<file path="src/rtl/mult_pkg.sv">
// Shared types and helpers for the sequential shift-add multiplier.
package mult_pkg;

    typedef enum logic [1:0] {
        IDLE = 2'd0,
        RUN  = 2'd1,
        DONE = 2'd2
    } mult_state_t;

    // Step counter width; never narrower than one bit, even for N = 2.
    function automatic int cnt_w(input int n);
        return (n <= 2) ? 1 : $clog2(n);
    endfunction

endpackage

</file>
<file path="src/rtl/seq_mult_step.sv">
// One add-shift step: conditionally adds the multiplicand, shifted to the step position, into acc.
module seq_mult_step #(
    parameter int N  = 4,
    parameter int CW = 2
) (
    input  logic [2*N-1:0] acc,
    input  logic [N-1:0]   mag_m,
    input  logic           q_bit,
    input  logic [CW-1:0]  step,
    output logic [2*N-1:0] acc_next
);

    logic [2*N-1:0] addend;

    // Magnitudes never exceed 2^(N-1) signed, so the 2N-bit sum cannot carry out.
    assign addend   = {{N{1'b0}}, mag_m} << step;
    assign acc_next = q_bit ? (acc + addend) : acc;

endmodule

</file>
<file path="src/rtl/seq_multiplier_n.sv">
// N x N shift-add multiplier, one partial-product row per clock, signed or unsigned per operation.
module seq_multiplier_n
    import mult_pkg::*;
#(
    parameter int N = 4
) (
    input  logic           clk,
    input  logic           rst,
    input  logic           start,
    input  logic           is_signed,
    input  logic [N-1:0]   m,
    input  logic [N-1:0]   q,
    output logic           busy,
    output logic           done,
    output logic [2*N-1:0] P
);

    localparam int CW = cnt_w(N);

    mult_state_t    state_reg, state_next;
    logic [N-1:0]   mag_m_reg, mag_q_reg;
    logic           neg_reg;
    logic [2*N-1:0] acc_reg, acc_next, p_reg;
    logic [CW-1:0]  cnt_reg;
    logic           accept, is_last;

    assign accept  = start && ((state_reg == IDLE) || (state_reg == DONE));
    assign is_last = (cnt_reg == CW'(N - 1));

    seq_mult_step #(
        .N  (N),
        .CW (CW)
    ) u_step (
        .acc      (acc_reg),
        .mag_m    (mag_m_reg),
        .q_bit    (mag_q_reg[cnt_reg]),
        .step     (cnt_reg),
        .acc_next (acc_next)
    );

    always_ff @(posedge clk) begin
        if (rst) state_reg <= IDLE;
        else     state_reg <= state_next;
    end

    always_comb begin
        state_next = state_reg;
        case (state_reg)
            IDLE:    if (start) state_next = RUN;
            RUN:     if (is_last) state_next = DONE;
            DONE:    state_next = start ? RUN : IDLE;
            default: state_next = IDLE;
        endcase
    end

    always_comb begin
        busy = (state_reg == RUN);
        done = (state_reg == DONE);
    end

    // Operands are reduced to magnitudes at load; the sign is reapplied once at the end.
    always_ff @(posedge clk) begin
        if (rst) begin
            mag_m_reg <= '0;
            mag_q_reg <= '0;
            neg_reg   <= 1'b0;
            acc_reg   <= '0;
            cnt_reg   <= '0;
            p_reg     <= '0;
        end else if (accept) begin
            mag_m_reg <= (is_signed && m[N-1]) ? (~m + 1'b1) : m;
            mag_q_reg <= (is_signed && q[N-1]) ? (~q + 1'b1) : q;
            neg_reg   <= is_signed && (m[N-1] ^ q[N-1]);
            acc_reg   <= '0;
            cnt_reg   <= '0;
        end else if (state_reg == RUN) begin
            acc_reg <= acc_next;
            cnt_reg <= cnt_reg + 1'b1;
            if (is_last)
                p_reg <= neg_reg ? (~acc_next + 1'b1) : acc_next;
        end
    end

    assign P = p_reg;

endmodule

</file>
<file path="config.mk">
export PLATFORM = sky130hd
export DESIGN_NAME = seq_multiplier_n
export DESIGN_NICKNAME = d
export VERILOG_FILES = /design/src/rtl/mult_pkg.sv /design/src/rtl/seq_mult_step.sv /design/src/rtl/seq_multiplier_n.sv
export SDC_FILE = /design/constraint.sdc
export NUM_CORES = 1
export LEC_CHECK = 0
export CAP_MARGIN = 0
export CORE_MARGIN = 2
export CORE_UTILIZATION = 45
export DETAILED_ROUTE_END_ITERATION = 8
export PLACE_DENSITY = 0.72
export SKIP_LAST_GASP = 1
export SLEW_MARGIN = 20
export SYNTH_ARGS = -nofsm -noshare
export SYNTH_HDL_FRONTEND = slang
export SYNTH_SLANG_ARGS = --single-unit
</file>
<file path="constraint.sdc">
create_clock -name clk -period 3.9 [get_ports clk]
set_input_delay 0.975 -clock clk [delete_from_list [all_inputs] [get_ports clk]]
set_output_delay 0.975 -clock clk [all_outputs]
set_load 0.02 [all_outputs]
</file>
# [After elaboration in Yosys (flattened, before gate mapping)]
# Cells that the tools add are included.
# Widths: inputs -> output; s select.
[totals] input_bits=12 regBits=29 word_cells=43 out_inout_bits=10
[classes] n_shift=1 eq_ne=5 add_sub_neg=5 n_reduce_logical=9 mux=10 bitwise=5 n_lt_le_gt_ge=1
[ops] operator="$mux 8" n=2
[ops] operator="$add 4x1->4 const B" n=2
[ops] operator="$add 8x1->8 const B" n=1
[ops] operator="$add 8x8->8" n=1
[ops] operator="$mux 4" n=2
[ops] operator="$not 4->4" n=2
[ops] operator="$not 8->8" n=1
[ops] operator="$shl 4x2->8" n=1
[ops] operator="$pmux 2 s3" n=1
[ops] operator="$eq 2x2->1 const B" n=2
[ops] operator="$logic_and 1x1->1" n=4
[ops] operator="$mux 2" n=2
[ops] operator="$lt 2x3->1 const B" n=1
[ops] operator="$reduce_and 3->1" n=1
[ops] operator="$add 2x1->2 const B" n=1
[ops] operator="$bmux 1 s2" n=1
[ops] operator="$eq 2x1->1 const B" n=1
[ops] operator="$logic_not 2->1" n=1
[ops] operator="$mux 1" n=2
[ops] operator="$ne 2x1->1 const B" n=1
[ops] operator="$ne 2x2->1 const B" n=1
[ops] operator="$reduce_and 2->1" n=1
[ops] operator="$reduce_or 2->1" n=1
[ops] operator="$logic_or 1x1->1" n=1
[ops] operator="2 further kinds" n=2

# [Depth between registers and ports, before layout]
[logic_depth] ltp_word=6 depth_mapped=11 depth_no_buf=10

# [Hierarchy]
# A second synthesis with hierarchy kept.
[unflattened] hier_cells=210 area_unflattened_um2=1828.0
[by_module_without_submodules] mod="seq_multiplier_n" area_each_um2=1355.0 seq_area_each_um2=580.6 instances=1 cells_per_inst=151
[by_module_without_submodules] mod="seq_mult_step" area_each_um2=473.0 seq_area_each_um2=0.0 instances=1 cells_per_inst=59

# [Worst setup path before layout]
# OpenSTA, ideal clock, no wires.
[synth_timing] kind="register to register" start="reg cnt_reg[0]" end="reg p_reg[6], in the netlist P[6]" n_path_buf=1 t_arrival_ns=2.829 setup_time_ns=0.064 synth_period_minus_slack_ns=2.893 slack_ns=1.007 required_time_ns=3.836 path_stages_with_launch=11 cell_sequence="dfxtp_1 > clkbuf_1 > mux2i_1 > nor2_1 > fa_1 > and3_1 > or3_1 > a31oi_2 > o211ai_1 > or4_1 > nand4_1"
[synth_between] elab_chain_len=6 elab_cells_between_ends=10 classes_between="add/sub (2); eq/ne (1); shift (1); mux (4); bitwise (1); reduce/logical (1)"
[synth_lines] element="from (decl)" line_no="seq_multiplier_n.sv:24" text="logic [CW-1:0] cnt_reg;"
[synth_lines] element="from (signal assigned)" line_no="seq_multiplier_n.sv:78" text="cnt_reg <= cnt_reg + 1'b1;"
[synth_lines] element="$shl 4x2->8 / $bmux 1 s2 (equally long branches)" line_no="seq_mult_step.sv:16, seq_multiplier_n.sv:36"
[synth_lines] element="$add 8x8->8 / $mux 1 (equally long branches)" line_no="seq_mult_step.sv:17, seq_multiplier_n.sv:36"
[synth_lines] element="$mux 8" line_no="seq_mult_step.sv:17" text="assign acc_next = q_bit ? (acc + addend) : acc;"
[synth_lines] element="$not 8->8" line_no="seq_multiplier_n.sv:80" text="p_reg <= neg_reg ? (~acc_next + 1'b1) : acc_next;"
[synth_lines] element="$add 8x1->8" line_no="seq_multiplier_n.sv:80"
[synth_lines] element="$mux 8" line_no="seq_multiplier_n.sv:80"
[synth_lines] element="to (signal assigned)" line_no="seq_multiplier_n.sv:80"
[synth_lines] element="to (decl)" line_no="seq_multiplier_n.sv:23" text="logic [2*N-1:0] acc_reg, acc_next, p_reg;"
# Several ways; a longest one is shown, not always the timed one. The select of a mux whose other input is x is not followed.
# A chain may end at the register's enable or synchronous reset.

# [Worst setup path in the final report]
[layout_timing] start="reg cnt_reg[1]" end="reg p_reg[6], in the netlist P[6]"
# Same word-level chain as after synthesis.

==> qor.yml <==
finish.instance_area_sq_um: 2150
status: "finished, final reports clean"
numCtsBuffers: 5
area_growth_pct: 17.4
p_per_area_nw_per_um2: 337
nets: 255
synth_fp_nets: 235
setup_viol: 0
clock_latency_ps: 300
ant_nets: 0
crit_type: "reg -> reg"
fin_skew_ps: 10.4
r2r-start: "cnt_reg[1]"
worstPathMaxFanout: 11
grt_pass1_vias: 1456
antenna_cells: 0
required_ps: 4140
yosysWarnings: 0
place_inst: 274
clock.fmax_mhz: 329
synth_seq_cells: 29
startpoint_type: "flip-flop"
via_per_inst: 5.83
drc: 0
netlist_instances: 211
wl_per_cell_um: 14.0
grt_overflow_total: 0
grt_max_degree: 21
dr_total_vias: 1644
clock-root-buffer: "clkbuf_8"
rows: 23
finalHoldViolations: 0
finalSetupTns_ps: 0
cap_violations: 0
cts_max_path_buffers: 2
r2r-end: "P[6]"
crit_path_end: "P[6]"
ys_seq_area_share_pct: 31.7
numClockSinks: 29
antenna_found_initial: 0
rrSetupSlack_ps: 860
instances_no_fill: 282
worstMarginPinSlew_ps: 607
dieArea_sq_um: 4590
fp.dieH_um: 67.8
fin_crit_ps: 3040
synth_area_sq_um: 1830
holdBufCountCts: 0
ir_worst_vdd_mv: 0.242
syn_area_per_cell_sq_um: 8.68
grt_usage_pct: 20.1
core_sq_um: 3970
fp.dieW_um: 67.8
yosys_most_used_dff: "dfxtp_1"
min_period_over_period_pct: 78.0
grt_pass1_wl_um: 6870
hold_slack_ps: 457
grt_setup_unrepaired: "false"
synth-edff-count: 0
gp_congestion: 0.805
drv_slew: 0
relSlewSlack_pct: 59.5
cp-end-kind: "flip-flop"
cts_tree: "done"
startpoint: "cnt_reg[1]"
drive_above_1_share_pct: 6.47
cts_resized: 0
reg2reg_depth: 10
drt_iter0_markers: 146
pin_count: 22
post-dp-hpwl_um: 3020
numPortBuffers: 21
fill_cells: 379
start_util_pct: 46.1
post-cts-setup-buffer-count: 0
placed_area_sq_um: 2070
crit_arrival_ps: 3280
drt_wl_total_um: 3940
synthArstFlopShare_pct: 0
ys_types: 49
dr.pass1.iters: 4
ctsHtreeMaxLevel: 2
clk_pin_slew_worst_paths_ps: 70
min_path_type: "reg -> reg"
p_leak_nw: 0.892
## synthesized netlist by cell type (all sizes together) (5+ instances only)
master   n  area, sq um
nand2b   5         31.3
a211oi   9         67.6
clkbuf   5         18.8
o21ai   10         50.0
nand3    5         25.0
dfxtp   29          581
nor2    21         78.8
a22o     6         52.6
mux2i    8         80.1
a21o     5         37.5
ha      11          138
nand2   16         60.1
inv      8         30.0
xnor2    5         43.8
a21oi   10         50.1
xor2     5         43.8
## power breakdown
group	switching (mW)	internal (mW)	leakage, nW
Clock	0.120	0.123	0.0450
Sequential	0.0170	0.310	0.236
Combinational	0.0865	0.0679	0.611
## metrics by stage
stage / power, mW / utilization (%) / worst slack [ps]
4_1_cts: 0.727 / 54.1 / 853
2_1_floorplan: 0.445 / - / 1010
3_3_place_gp: 0.484 / 52.0 / 926
6_report: 0.725 / 54.1 / 858
3_5_place_dp: 0.487 / 52.0 / 863
5_1_grt: 0.763 / 54.1 / 631
## per-layer routing
metal / share of wire (%) / up-vias / global-route usage (%)
met5: 0 / - / 0
met4: 1.8 / 0 / 7.50
met3: 7.1 / 9 / 5.00
met2: 47 / 52 / 32.2
met1: 44 / 761 / 26.1
li1: - / 822 / -
## how the worst min path moves through the flow
stage	start	end	slack (ps)	cells past startpoint
after floorplan	mag_q_reg[3]	mag_q_reg[3]	440	1
final	P[1]	P[1]	460	2
after global placement	P[4]	P[4]	440	2
after CTS	P[1]	P[1]	460	2
after global routing	P[1]	P[1]	480	2
after detailed placement	P[1]	P[1]	450	2
## critical path: stages (launching register included)
cell      delay, ps
dfxtp_1         530
mux2_2          390
nor2_1           80
a21oi_1          50
ha_1            370
and3_1          220
or3_1           370
a31oi_2         260
o211ai_1        140
or4_1           480
nand4_1          90
## kinds of logic (layout without fill, tap and decap cells)
logic type	after synthesis	after routing	share of synthesized area, %
mux	13	13	8.27
flops	29	29	31.7
fa+ha+maj	12	12	8.61
buf+inv	17	38	4.03
compound gates	59	59	23.0
xor+xnor	10	10	4.78
simple gates	71	71	19.5
## area by class of cell
type	instances	area [sq um]	share of cell area [%]
clock inverters	2	10.0	0.466
flip-flops and latches	29	581	27.0
inverters	8	30.0	1.40
repair buffers	22	218	10.1
clock buffers	6	72.6	3.38
well taps	50	62.6	2.91
multi-input cells	165	1180	54.7
## cell usage in the layout, fill, tap and decap left out, types with 3 or more instances in the layout
master,synthesis,routed
a211oi_1,9,9
a21o_1,5,5
a21oi_1,10,10
a22o_1,6,6
and3_1,3,3
clkbuf_8,0,5
clkdlybuf4s50_1,0,21
dfxtp_1,29,29
ha_1,11,11
inv_1,8,8
mux2_2,3,3
mux2i_1,8,8
nand2_1,16,16
nand2b_1,5,5
nand3_1,5,5
nor2_1,21,21
nor2b_1,3,3
nor3_1,3,3
o211ai_1,3,3
o21ai_0,9,9
or3_1,4,4
xnor2_1,5,5
xor2_1,5,5
Note: power is estimated with default switching activity, not from simulation.
